$ cat src/rtl/memory_pkg.sv
// Shared memory-subsystem types for the L1-TLB/L2-TLB channel plus the
// L2 TLB request handler's own entry, core-answer and state types.
package memory_pkg;

  localparam int VPN_LEN       = 27;
  localparam int PPN_LEN       = 44;
  localparam int PAGE_TYPE_LEN = 2;

  typedef logic [VPN_LEN-1:0]       vpn_t;
  typedef logic [PPN_LEN-1:0]       ppn_t;
  typedef logic [PAGE_TYPE_LEN-1:0] page_type_t;

  typedef enum logic {ITLB = 1'b0, DTLB = 1'b1} tlb_origin_e;

  typedef struct packed {
    logic        valid;
    vpn_t        vpn;
    tlb_origin_e origin;
  } l1tlb_l2tlb_req_t;

  typedef struct packed {
    logic        valid;
    vpn_t        vpn;
    ppn_t        ppn;
    page_type_t  page_type;
    logic        exception;
    logic        r, w, x, d, g, u;
    tlb_origin_e destination;
  } l2tlb_l1tlb_ans_t;

  typedef struct packed {
    ppn_t       ppn;
    page_type_t page_type;
    logic       exception;
    logic       r, w, x, d, g, u;
  } l2tlb_core_ans_t;

  typedef struct packed {
    vpn_t        vpn;
    tlb_origin_e origin;
  } l2tlb_req_entry_t;

  typedef enum logic [2:0] {
    IDLE, ISSUE, WAIT_CORE, RESP, DRAIN
  } l2tlb_req_handler_state_e;

endpackage

$ cat src/rtl/l2tlb_req_fifo.sv
// Synchronous request FIFO; pointers carry an extra wrap bit so full/empty
// are exact. Flush clears both pointers and wins over push/pop.
module l2tlb_req_fifo
  import memory_pkg::*;
#(
  parameter int DEPTH = 2
) (
  input  logic             clk_i,
  input  logic             rst_ni,
  input  logic             flush_i,
  input  logic             push_i,
  input  l2tlb_req_entry_t data_i,
  input  logic             pop_i,
  output l2tlb_req_entry_t data_o,
  output logic             full_o,
  output logic             empty_o
);
  localparam int AW = $clog2(DEPTH);

  logic [AW:0]      wptr_q, rptr_q;
  l2tlb_req_entry_t mem_q [DEPTH];

  logic do_push, do_pop;
  assign do_push = push_i && !full_o && !flush_i;
  assign do_pop  = pop_i && !empty_o && !flush_i;

  assign empty_o = (wptr_q == rptr_q);
  assign full_o  = (wptr_q[AW] != rptr_q[AW]) && (wptr_q[AW-1:0] == rptr_q[AW-1:0]);
  assign data_o  = mem_q[rptr_q[AW-1:0]];

  always_ff @(posedge clk_i or negedge rst_ni) begin
    if (!rst_ni) begin
      wptr_q <= '0;
      rptr_q <= '0;
    end else if (flush_i) begin
      wptr_q <= '0;
      rptr_q <= '0;
    end else begin
      if (do_push) wptr_q <= wptr_q + {{AW{1'b0}}, 1'b1};
      if (do_pop)  rptr_q <= rptr_q + {{AW{1'b0}}, 1'b1};
    end
  end

  always_ff @(posedge clk_i) begin
    if (do_push) mem_q[wptr_q[AW-1:0]] <= data_i;
  end

endmodule

$ cat src/rtl/l2tlb_req_handler.sv
// L2 TLB side of the L1/L2 TLB channel: queues requests, runs them through
// the lookup core one at a time and holds each answer until L1 takes it.
module l2tlb_req_handler
  import memory_pkg::*;
#(
  parameter int REQ_FIFO_DEPTH = 2
) (
  input  logic             clk_i,
  input  logic             rst_ni,
  input  logic             flush_i,
  input  l1tlb_l2tlb_req_t l1tlb_l2tlb_req_i,
  output logic             l2tlb_l1tlb_req_rdy_o,
  output l2tlb_l1tlb_ans_t l2tlb_l1tlb_ans_o,
  input  logic             l1tlb_l2tlb_ans_rdy_i,
  output logic             core_req_valid_o,
  output logic [VPN_LEN-1:0] core_req_vpn_o,
  input  logic             core_req_rdy_i,
  input  l2tlb_core_ans_t  core_ans_i,
  input  logic             core_ans_valid_i,
  output logic             core_ans_rdy_o
);
  l2tlb_req_handler_state_e state_q, state_d;
  l2tlb_req_entry_t         head, out_q;
  l2tlb_l1tlb_ans_t         ans_q;
  logic fifo_full, fifo_empty, push, pop, ld_out, ld_ans, clr_ans;

  // Ready ignores a same-cycle pop to keep the accept path short.
  assign l2tlb_l1tlb_req_rdy_o = !fifo_full && !flush_i;
  assign push = l1tlb_l2tlb_req_i.valid && l2tlb_l1tlb_req_rdy_o;

  l2tlb_req_fifo #(.DEPTH(REQ_FIFO_DEPTH)) u_fifo (
    .clk_i   (clk_i),
    .rst_ni  (rst_ni),
    .flush_i (flush_i),
    .push_i  (push),
    .data_i  ('{vpn: l1tlb_l2tlb_req_i.vpn, origin: l1tlb_l2tlb_req_i.origin}),
    .pop_i   (pop),
    .data_o  (head),
    .full_o  (fifo_full),
    .empty_o (fifo_empty)
  );

  assign core_req_vpn_o    = head.vpn;
  assign l2tlb_l1tlb_ans_o = ans_q;

  always_comb begin
    state_d          = state_q;
    pop              = 1'b0;
    ld_out           = 1'b0;
    ld_ans           = 1'b0;
    clr_ans          = 1'b0;
    core_req_valid_o = 1'b0;
    core_ans_rdy_o   = 1'b0;
    unique case (state_q)
      IDLE: if (!fifo_empty) state_d = ISSUE;
      ISSUE: begin
        core_req_valid_o = 1'b1;
        if (core_req_rdy_i) begin
          pop     = 1'b1;
          ld_out  = 1'b1;
          state_d = WAIT_CORE;
        end
      end
      WAIT_CORE: begin
        core_ans_rdy_o = 1'b1;
        if (core_ans_valid_i) begin
          ld_ans  = 1'b1;
          state_d = RESP;
        end
      end
      RESP: if (l1tlb_l2tlb_ans_rdy_i) begin
        clr_ans = 1'b1;
        state_d = fifo_empty ? IDLE : ISSUE;
      end
      DRAIN: begin
        core_ans_rdy_o = 1'b1;
        if (core_ans_valid_i) state_d = IDLE;
      end
      default: state_d = IDLE;
    endcase
    // A core transaction already handed off must still be drained; one that
    // completes in the flush cycle itself is simply discarded.
    if (flush_i) begin
      ld_ans  = 1'b0;
      clr_ans = 1'b1;
      case (state_q)
        IDLE:      state_d = IDLE;
        ISSUE:     state_d = core_req_rdy_i ? DRAIN : IDLE;
        WAIT_CORE: state_d = core_ans_valid_i ? IDLE : DRAIN;
        RESP:      state_d = IDLE;
        default:   ;
      endcase
    end
  end

  always_ff @(posedge clk_i or negedge rst_ni) begin
    if (!rst_ni) begin
      state_q <= IDLE;
      out_q   <= '0;
      ans_q   <= '0;
    end else begin
      state_q <= state_d;
      if (ld_out) out_q <= head;
      if (ld_ans) begin
        ans_q <= '{valid: 1'b1, vpn: out_q.vpn, ppn: core_ans_i.ppn,
                   page_type: core_ans_i.page_type, exception: core_ans_i.exception,
                   r: core_ans_i.r, w: core_ans_i.w, x: core_ans_i.x,
                   d: core_ans_i.d, g: core_ans_i.g, u: core_ans_i.u,
                   destination: out_q.origin};
      end else if (clr_ans) begin
        ans_q.valid <= 1'b0;
      end
    end
  end

endmodule

$ cat config.mk
export PLATFORM = sky130hd
export DESIGN_NAME = l2tlb_req_handler
export DESIGN_NICKNAME = d
export VERILOG_FILES = /design/src/rtl/memory_pkg.sv /design/src/rtl/l2tlb_req_fifo.sv /design/src/rtl/l2tlb_req_handler.sv
export SDC_FILE = /design/constraint.sdc
export NUM_CORES = 1
export LEC_CHECK = 0
export CELL_PAD_IN_SITES_DETAIL_PLACEMENT = 0
export CELL_PAD_IN_SITES_GLOBAL_PLACEMENT = 1
export CORE_MARGIN = 1
export CORE_UTILIZATION = 30
export CTS_BUF_LIST = sky130_fd_sc_hd__clkbuf_8
export DETAILED_ROUTE_END_ITERATION = 7
export GPL_ROUTABILITY_DRIVEN = 0
export MAX_ROUTING_LAYER = met4
export PLACE_DENSITY = 0.72
export SETUP_SLACK_MARGIN = 0.05
export SLEW_MARGIN = 20
export SYNTH_ARGS = -nofsm -noshare
export SYNTH_HDL_FRONTEND = slang
export SYNTH_HIERARCHICAL = 1
export SYNTH_SLANG_ARGS = --single-unit
$ cat constraint.sdc
create_clock -name clk_i -period 9.13 [get_ports clk_i]
set_input_delay 1.3695 -clock clk_i [delete_from_list [all_inputs] [get_ports clk_i]]
set_output_delay 1.3695 -clock clk_i [all_outputs]
set_load 0.01 [all_outputs]
==> summary.txt, run 1 <==
Worst setup path
  – R2R Setup Slk: 6310 ps
  – Setup crit start kind: input pin
  – Reg2Reg Depth: 5
  – Slowest stage cell, crit path: clkdlybuf4s50_1
  – CP top delay family: buffers and inverters
  – Worst r2r src: u_fifo/rptr_q[0]
  – WP data arrival: 2830 ps
  – CP cell instances: clkdlybuf4s50_1, nor2_1, clkdlybuf4s50_1
  – CP Buf/Inv Count: 2
  – Most used cell, CP: clkdlybuf4s50_1
  – Worst path depth: 3
  – Worst Path Required: 7760 ps
  – CP Capture Type: output pin
  – Slowest stage delay, CP: 660 ps
  – Critical path class: input pin to output pin
  – Reg-to-Reg End: u_fifo/mem_q[1][3]
  – Crit-path max FO: 11

Yosys
  – Netlist cell types: 35
  – Sequential-to-total area share from yosys stat: 65.4%
  – Synth Cell Area: 7040 µm²
  – Synthesis-stage register bit count: 173
  – Synthesized net count: 469
  – Syn Inst Count: 381
  – Yosys warnings: 6
  – Syn Area/Cell: 18.5 µm²

Clock tree
  – Hold Buf Count CTS: 0
  – CTS Buffer Depth: 2
  – CTS tree: built
  – Clock transition at path regs: 80 ps
  – Root Driver: clkbuf_8
  – Clk Latency, worst-skew pair: 460 ps
  – Post-CTS resize count: 0
  – CTS Buf Count: 17
  – # Post-CTS Setup Buffers: 0
  – Clk sinks: 173
  – H-tree Lvls: 4

Timing
  – Fin crit share: 46.0%
  – Worst-Margin Slew: 1040 ps
  – Relative slew slack: 30.6%
  – Max-slew violation count: 0
  – Min Tclk post-route: 4200 ps
  – Fmax: 0.238 GHz
  – Final Skew: 14.2 ps
  – RSZ-0062 raised after global routing: false
  – Setup_tns: 0 ps
  – Final hold viol count: 0
  – Setup violations, final: 0

Min path
  – Worst Hold Class: flop to flop
  – Hold Crit Depth: 1
  – WHS Endpoint: l2tlb_l1tlb_ans_o[64]
  – Hold Path Origin: out_q[11]

Floorplanning
  – Height of the die: 155 µm
  – Core Area: 22800 µm²
  – Boundary Pins: 200
  – Die width: 155 µm
  – Die ar.: 24100 µm²
  – Starting density of the core: 30.8%
  – Site row count: 55

Power
  – Total power: 2540 µW
  – PD cells: 265 nW/µm²
  – Max VDD drop: 0.119 mV
  – Static leakage: 0.00382 µW

Finish
  – # nets final: 673
  – Antenna fix cells: 0
  – Layout area overhead: 36.1%
  – Reg area: 4610 µm²
  – Layout cells sized above 1: 29.8%
  – Filler cells: 2054
  – Area of the multi-input gates: 2190 µm²
  – Post-route cell area: 9590 µm²

Place
  – HPWL after DPL: 9860 µm
  – I/O Buffers: 199
  – Placed cell areas: 9230 µm²

Global route
  – Gr usage total: 13.2%
  – Global-route wire length before repair: 23700 µm
  – Antenna violations before repair: 0
  – Pin count of the biggest net entering global routing: 68
  – GR Overflow Total: 0
  – Vias in the first global route: 4354

Drt
  – DR iter-0 viols: 171
  – Vias post-DR: 3923
  – Vias per inst: 4.31
  – Final WL: 14900 µm
  – Detailed-route DRC error count: 0
  – Antenna viol nets, final: 0
  – WL per Instance: 16.3 µm
  – DRT Pass-1 Iters: 4

Run
  – Max_cap viols: 0

Run status
  – Status: finished, final reports clean
==> through the flow <==
| stage | setup WS, ps | cells | utilization (%) | hold slack [ps] |
|---|---|---|---|---|
| 2_1_floorplan | 3830 | 381 | - | 475 |
| 3_3_place_gp | 4930 | 879 | 40.4 | 485 |
| 3_5_place_dp | 4920 | 879 | 40.4 | 491 |
| 4_1_cts | 4920 | 911 | 42.0 | 509 |
| 5_1_grt | 4840 | 911 | 42.0 | 530 |
| 6_report | 4930 | 911 | 42.0 | 508 |
==> per-layer routing <==
layer / vias to the layer above / part of all wire (%) / GRT usage [%]
met5: - / 0 / -
met4: 0 / 1.6 / 4.76
met3: 20 / 6.8 / 4.04
met2: 144 / 49 / 21.9
met1: 1968 / 42 / 15.2
li1: 1791 / - / -
==> worst register-to-register path: cells and delay by family (launching register included) <==
| kind | cells | cell delay [ps] |
|---|---|---|
| and+or+nand+nor | 4 | 1270 |
| xor gates and xnor gates | 1 | 240 |
| DFF | 1 | 920 |
==> cells in the mapped netlist <==
library cell | n | area [µm²]
a41oi_1 | 1 | 8.76
o31ai_1 | 1 | 7.51
nor3b_1 | 1 | 7.51
inv_1 | 1 | 3.75
mux2_2 | 58 | 653
buf_12 | 9 | 180
buf_4 | 3 | 22.5
clkbuf_1 | 1 | 3.75
buf_2 | 5 | 25.0
nand3_1 | 3 | 15.0
a31oi_1 | 1 | 6.26
and4b_1 | 1 | 10.0
a21boi_0 | 1 | 7.51
and2_1 | 1 | 6.26
nand2_1 | 6 | 22.5
xnor2_1 | 2 | 17.5
nand4b_1 | 1 | 8.76
nor4b_1 | 1 | 8.76
nand3b_1 | 4 | 30.0
xor2_1 | 2 | 17.5
a211oi_1 | 1 | 7.51
mux2i_1 | 1 | 10.0
nand2b_1 | 5 | 31.3
a31o_2 | 1 | 8.76
nor3_1 | 1 | 5.00
buf_6 | 2 | 22.5
and3b_1 | 1 | 8.76
nor4_4 | 1 | 21.3
nor2_1 | 8 | 30.0
nor3_2 | 1 | 10.0
dfrtp_1 | 117 | 2930
edfxtp_1 | 56 | 1680
a21oi_1 | 3 | 15.0
mux2_4 | 79 | 1190
a311oi_2 | 1 | 15.0
==> registers in the layout, summed over array words and instances (netlist names) <==
signal             flops
l2tlb_l1tlb_ans_o     82
out_q                 28
state_q                3
u_fifo/mem_q          56
u_fifo/rptr_q          2
u_fifo/wptr_q          2
==> area by class of cell <==
cell class,instances,area share (%)
Sequential cell,173,48.1
Multi-Input combinational cell,187,22.8
Timing Repair Buffer,205,21.2
Tap cell,313,4.09
Clock buffer,17,2.44
Clock inverter,15,1.27
Inverter,1,0.0392
==> cells by family after synthesis <==
group / after synthesis / synth area share [%]
DFF: 173 / 65.4
AOI/OAI and AO/OA: 10 / 1.08
buffers and inverters: 21 / 3.66
muxes: 138 / 26.3
and+or+nand+nor: 35 / 3.06
xor gates and xnor gates: 4 / 0.498
==> layout by cell type, fill, tap and decap left out, drive strengths merged, types with 2 or more instances in the layout <==
| cell type | n |
|---|---|
| nor2 | 8 |
| edfxtp | 56 |
| nand2b | 5 |
| xor2 | 2 |
| nand2 | 6 |
| xnor2 | 2 |
| dfrtp | 117 |
| a21oi | 3 |
| nand3b | 4 |
| clkdlybuf4s50 | 198 |
| clkbuf | 17 |
| clkinvlp | 2 |
| nor3 | 2 |
| buf | 7 |
| nand3 | 3 |
| inv | 5 |
| mux2 | 137 |
| clkinv | 8 |
==> how the worst max path moves through the flow <==
stage / endpoint / start
2_1_floorplan: u_fifo/mem_q[0][0] / flush_i
3_3_place_gp: l2tlb_l1tlb_req_rdy_o / flush_i
3_5_place_dp: l2tlb_l1tlb_req_rdy_o / flush_i
4_1_cts: l2tlb_l1tlb_req_rdy_o / flush_i
5_1_grt: l2tlb_l1tlb_req_rdy_o / flush_i
6_report: l2tlb_l1tlb_req_rdy_o / flush_i
==> where the power goes <==
group / switching (µW) / internal [µW]
clock: 285 / 214
combinational: 263 / 597
sequential: 142 / 1040
No activity file was read; power rests on OpenSTA's default activity.
==> run 2, diff against run 1 <==
==> constraint.sdc (replaced) <==
create_clock -name clk_i -period 4.1 [get_ports clk_i]
set_input_delay 0.615 -clock clk_i [delete_from_list [all_inputs] [get_ports clk_i]]
set_output_delay 0.615 -clock clk_i [all_outputs]
set_load 0.01 [all_outputs]
==> summary.txt, run 2 (synthesis gave the netlist of run 1 again) <==
Timing
  – Relative slew slack: 41.6% (+11 points)
  – Final hold viol count: 0 (unchanged)
  – Final Skew: 15.3 ps (+1.03 ps)
  – Hold_ws: 149 ps (-359 ps)
  – Setup violations, final: 0 (unchanged)
  – Setup_tns: 0 ps (unchanged)
  – Worst-Margin Slew: 870 ps (-171 ps)
  – Max-slew violation count: 0 (unchanged)
  – Min Tclk post-route: 3130 ps
  – RSZ-0062 raised after global routing: false
  – Fmax: 0.319 GHz
  – Fin crit share: 76.4%

Floorplanning
  – Starting density of the core: 30.8% (unchanged)
  – Height of the die: 155 µm (unchanged)
  – Die width: 155 µm (unchanged)
  – Site row count: 55 (unchanged)
  – Core Area: 22800 µm² (unchanged)
  – Die ar.: 24100 µm² (unchanged)
  – Boundary Pins: 200 (unchanged)

Clock tree
  – CTS Buffer Depth: 2 (unchanged)
  – Hold Buf Count CTS: 0 (unchanged)
  – H-tree Lvls: 4 (unchanged)
  – Root Driver: clkbuf_8
  – Clk Latency, worst-skew pair: 450 ps (about the same)
  – Clock transition at path regs: 100 ps (+20 ps)
  – Clk sinks: 173 (unchanged)
  – CTS tree: built
  – CTS Buf Count: 17 (unchanged)
  – # Post-CTS Setup Buffers: 0 (unchanged)
  – Post-CTS resize count: 0 (unchanged)

Run
  – Max_cap viols: 0 (unchanged)

Finish
  – # nets final: 680 (+1.0%)
  – Layout cells sized above 1: 31.1% (+1.3 points)
  – Commonest non-fill, non-tap cells in the layout: clkdlybuf4s50_1 (198), dfrtp_1 (116), mux2_4 (79), mux2_2 (58), edfxtp_1 (56)
  – Filler cells: 2046 (-0.39%)
  – Antenna fix cells: 0 (unchanged)
  – Commonest non-fill, non-tap cell in the layout: clkdlybuf4s50_1
  – Max FFs per register: 82 (unchanged)
  – Layout area overhead: 38.4%

Global route
  – Global-route wire length before repair: 23300 µm (-1.3%)
  – Vias in the first global route: 4219 (-3.1%)
  – Gr usage total: 13.1% (-0.14 points)
  – Pin count of the biggest net entering global routing: 44 (-35%)
  – GR Overflow Total: 0 (unchanged)
  – Antenna violations before repair: 0 (unchanged)

Power
  – PD cells: 598 nW/µm² (+130%)
  – Total power: 5830 µW (+130%)
  – Static leakage: 0.00391 µW (+2.3%)
  – Max VDD drop: 0.297 mV (+150%)

Place
  – I/O Buffers: 199 (unchanged)
  – HPWL after DPL: 10000 µm (+1.6%)

Worst setup path
  – Crit-path max FO: 36 (+25)
  – Setup crit start kind: flop
  – Worst Path Required: 3480 ps (-4280 ps)
  – Reg2Reg Depth: 5 (unchanged)
  – CP Capture Type: output pin
  – WP data arrival: 2520 ps (-310 ps)
  – Critical path class: flop to output pin

Min path
  – Worst Hold Class: input pin to async pin

Drt
  – Detailed-route DRC error count: 0 (unchanged)
  – DRT Pass-1 Iters: 4 (unchanged)
  – Vias post-DR: 3960 (+0.94%)
  – WL per Instance: 16.3 µm (+0.15%)
  – Final WL: 15000 µm (+0.92%)
  – DR iter-0 viols: 183 (+7.0%)
  – Antenna viol nets, final: 0 (unchanged)
  – Vias per inst: 4.31 (+0.17%)

Run status
  – Status: finished, final reports clean
-- run 2: changes by cell type in the layout (fill, tap and decap cells not counted) --
cell,previous run,this run
nor4b_4,0,1
inv_8,0,2
clkinv_4,3,0
buf_4,7,11
inv_6,3,6
clkinv_1,4,0
bufinv_16,1,3
inv_1,2,3
buf_12,0,3
clkinvlp_4,2,1
nor4b_2,1,0
-- run 2: stage by stage --
stage               setup WS [ps]  util, %  std cells  cell area (µm²)
floorplan                     698        -        381             7050
global placement             1220     40.8        886             9330
detailed placement           1090     40.8        886             9330
CTS                           862     42.7        918             9750
global route                  812     42.7        918             9750
finish                        968     42.7        918             9750
-- run 2: report_power, final --
part / internal, µW / switching (µW) / total (µW)
Combinational: 1330 / 587 / 1920
Sequential: 2310 / 318 / 2630
Clock: 618 / 660 / 1280
-- run 2: area by class of cell --
cell class / count / area (µm²) / area share [%]
flip-flops and latches: 173 / 4610 / 47.3
repair buffers: 212 / 2120 / 21.8
well taps: 313 / 392 / 4.02
multi-input cells: 187 / 2200 / 22.6
inverters: 1 / 3.75 / 0.0385
clock buffers: 17 / 234 / 2.40
clock inverters: 15 / 185 / 1.90
-- run 2: worst max-delay path: stages (launching register included) --
cell	delay, ps
dfrtp_2	940
xor2_1	290
nor2_1	70
nor2_1	160
clkdlybuf4s50_1	610
-- run 2: metal layers --
| layer | GRT usage [%] | share of wire, % | up-vias |
|---|---|---|---|
| met2 | 20.6 | 48 | 135 |
| met3 | 3.23 | 4.9 | 13 |
| met4 | 4.81 | 1.5 | 0 |
| li1 | - | - | 1802 |
| met1 | 16.4 | 45 | 2010 |
| met5 | - | 0 | - |
-- run 2: final timing paths --
path	from	to	slack, ps
worst max-delay path	u_fifo/rptr_q[0]	l2tlb_l1tlb_req_rdy_o	970
worst min-delay path	rst_ni	l2tlb_l1tlb_ans_o[40]	150
worst max register to register	u_fifo/rptr_q[0]	u_fifo/mem_q[1][19]	1180
worst min register to register	out_q[23]	l2tlb_l1tlb_ans_o[76]	500
max in group asynchronous	rst_ni	out_q[15]	2970
min in group clk_i	out_q[23]	l2tlb_l1tlb_ans_o[76]	500
==> run 3, diff against run 2 <==
==> constraint.sdc (replaced) <==
create_clock -name clk_i -period 3.2 [get_ports clk_i]
set_input_delay 0.48 -clock clk_i [delete_from_list [all_inputs] [get_ports clk_i]]
set_output_delay 0.48 -clock clk_i [all_outputs]
set_load 0.01 [all_outputs]
==> summary.txt, run 3 (synthesis gave the netlist of run 1 again) <==
Run status
  – Status: finished, final reports clean

Worst setup path
  – CP Capture Type: output pin
  – Slowest stage cell, crit path: dfrtp_1
  – Crit-path max FO: 19 (-47%)
  – Worst Path Required: 2720 ps (-760 ps)
  – Slowest stage delay, CP: 600 ps (-340 ps)
  – Setup crit start kind: flop
  – WP data arrival: 2300 ps (-220 ps)
  – Critical path class: flop to output pin
  – R2R Setup Slk: 1000 ps (-180 ps)
  – CP cell instances: buf_4, mux2_2, clkdlybuf4s50_1

Finish
  – Max FFs per register: 82 (unchanged)
  – Commonest non-fill, non-tap cell in the layout: clkdlybuf4s50_1
  – Reg area: 4610 µm² (about the same)
  – Antenna fix cells: 0 (unchanged)
  – Commonest non-fill, non-tap cells in the layout: clkdlybuf4s50_1 (198), dfrtp_1 (117), mux2_4 (79), mux2_2 (58), edfxtp_1 (56)
  – Area of the multi-input gates: 2200 µm² (about the same)
  – Layout cells sized above 1: 30.7% (-0.34 points)
  – Fin util: 42.8% (+0.093 points)
  – Layout area overhead: 38.7%
  – # nets final: 677 (-0.44%)
  – Filler cells: 2086 (+2.0%)

Run
  – Max_cap viols: 0 (unchanged)

Power
  – Combinational power share: 33.6% (+0.7 points)
  – PD cells: 758 nW/µm² (+27%)
  – Switch share: 27.7% (+0.82 points)
  – Total power: 7400 µW (+27%)
  – Max VDD drop: 0.301 mV (+1.3%)
  – Sequential fraction of design power: 45.3% (+0.2 points)
  – Static leakage: 0.00390 µW (-0.17%)
  – Internal power: 5360 µW (+26%)
  – Net switching power: 2050 µW (+31%)
  – Clock network power share: 21.2% (-0.7 points)

Drt
  – Final WL: 15200 µm (+1.5%)
  – DR iter-0 viols: 171 (-6.6%)
  – Detailed-route DRC error count: 0 (unchanged)
  – Antenna viol nets, final: 0 (unchanged)
  – Vias post-DR: 3968 (+0.20%)
  – Vias per inst: 4.34 (+0.53%)
  – DRT Pass-1 Iters: 4 (unchanged)
  – WL per Instance: 16.6 µm (+1.8%)

Floorplanning
  – Die width: 155 µm (unchanged)
  – Die ar.: 24100 µm² (unchanged)
  – Starting density of the core: 30.8% (unchanged)
  – Site row count: 55 (unchanged)
  – Height of the die: 155 µm (unchanged)
  – Boundary Pins: 200 (unchanged)
  – Core Area: 22800 µm² (unchanged)

Clock tree
  – CTS Buffer Depth: 2 (unchanged)
  – # Post-CTS Setup Buffers: 0 (unchanged)
  – Clk Latency, worst-skew pair: 440 ps (about the same)
  – Clock transition at path regs: 110 ps (about the same)
  – Post-CTS resize count: 0 (unchanged)
  – Clk sinks: 173 (unchanged)
  – H-tree Lvls: 4 (unchanged)
  – Hold Buf Count CTS: 0 (unchanged)
  – CTS tree: built
  – Root Driver: clkbuf_8
  – CTS Buf Count: 17 (unchanged)

Timing
  – Fmax: 0.360 GHz
  – Min Tclk post-route: 2780 ps
  – Setup violations, final: 0 (unchanged)
  – Fin crit share: 86.8%
  – Worst-Margin Slew: 679 ps (-191 ps)
  – Hold_ws: 55.2 ps (-93.3 ps)
  – Setup_tns: 0 ps (unchanged)
  – Final hold viol count: 0 (unchanged)
  – RSZ-0062 raised after global routing: false
  – Final Skew: 22.8 ps (+7.57 ps)
  – Max-slew violation count: 0 (unchanged)
  – Relative slew slack: 54.7% (+13 points)

Place
  – HPWL after DPL: 10400 µm (+3.6%)
  – I/O Buffers: 199 (unchanged)

Global route
  – Vias in the first global route: 4309 (+2.1%)
  – GR Overflow Total: 0 (unchanged)
  – Pin count of the biggest net entering global routing: 71 (+61%)
  – Gr usage total: 13.3% (+0.17 points)
  – Global-route wire length before repair: 23600 µm (+0.98%)
  – Antenna violations before repair: 0 (unchanged)

Min path
  – Worst Hold Class: input pin to async pin
run 3: changes by cell type in the layout (fill, tap and decap cells not counted):
cell	previous run	this run
and4b_2	1	0
dfrtp_1	116	117
dfrtp_2	1	0
clkbuf_8	17	18
and4b_1	0	1
buf_12	3	7
inv_1	3	1
clkinv_4	0	1
bufinv_16	3	1
buf_4	11	4
clkinvlp_4	1	0
clkinv_8	0	3
run 3: worst max-delay path, delay by kind of cell (launching register included):
kind | cells | cell delay [ps]
DFF | 1 | 600
muxes | 1 | 390
buffers and inverters | 2 | 840
run 3: power groups by stage:
stage	combinational (µW)	sequential, µW	clock (µW)
after floorplan	986	3550	0
after global placement	2460	3380	0
after detailed placement	2500	3400	0
after CTS	2520	3360	1640
after global routing	2640	3440	1740
final	2480	3350	1570
run 3: per-layer routing:
| layer | up-vias | wire length (µm) | global-route usage [%] |
|---|---|---|---|
| li1 | 1805 | - | - |
| met1 | 2010 | 6620 | 15.8 |
| met2 | 144 | 7520 | 21.9 |
| met3 | 9 | 940 | 4.21 |
| met4 | 0 | 148 | 3.13 |
| met5 | - | 0 | - |
run 3: per-stage QoR:
step	setup WS [ps]	cells	instance area, µm²
3_5_place_dp	582	883	9350
3_3_place_gp	626	883	9350
5_1_grt	241	915	9770
4_1_cts	328	915	9770
2_1_floorplan	446	381	7060
6_report	424	915	9770
run 3: layout make-up:
class | instances | share of cell area [%]
sequential | 173 | 47.2
multi-input combinational | 187 | 22.5
timing repair buffer | 209 | 22.0
tap | 313 | 4.01
clock buffer | 18 | 2.54
clock inverter | 14 | 1.72
inverter | 1 | 0.0384
run 3: final timing paths:
kind                       cells after the start                     to              from
max                                            3     core_req_vpn_o[17]  u_fifo/rptr_q[0]
min                                            1  l2tlb_l1tlb_ans_o[20]            rst_ni
max reg2reg                                    6     u_fifo/mem_q[0][7]  u_fifo/rptr_q[0]
min reg2reg                                    1  l2tlb_l1tlb_ans_o[58]          out_q[5]
max in group asynchronous                      2  l2tlb_l1tlb_ans_o[58]            rst_ni
min in group clk_i                             1  l2tlb_l1tlb_ans_o[58]          out_q[5]
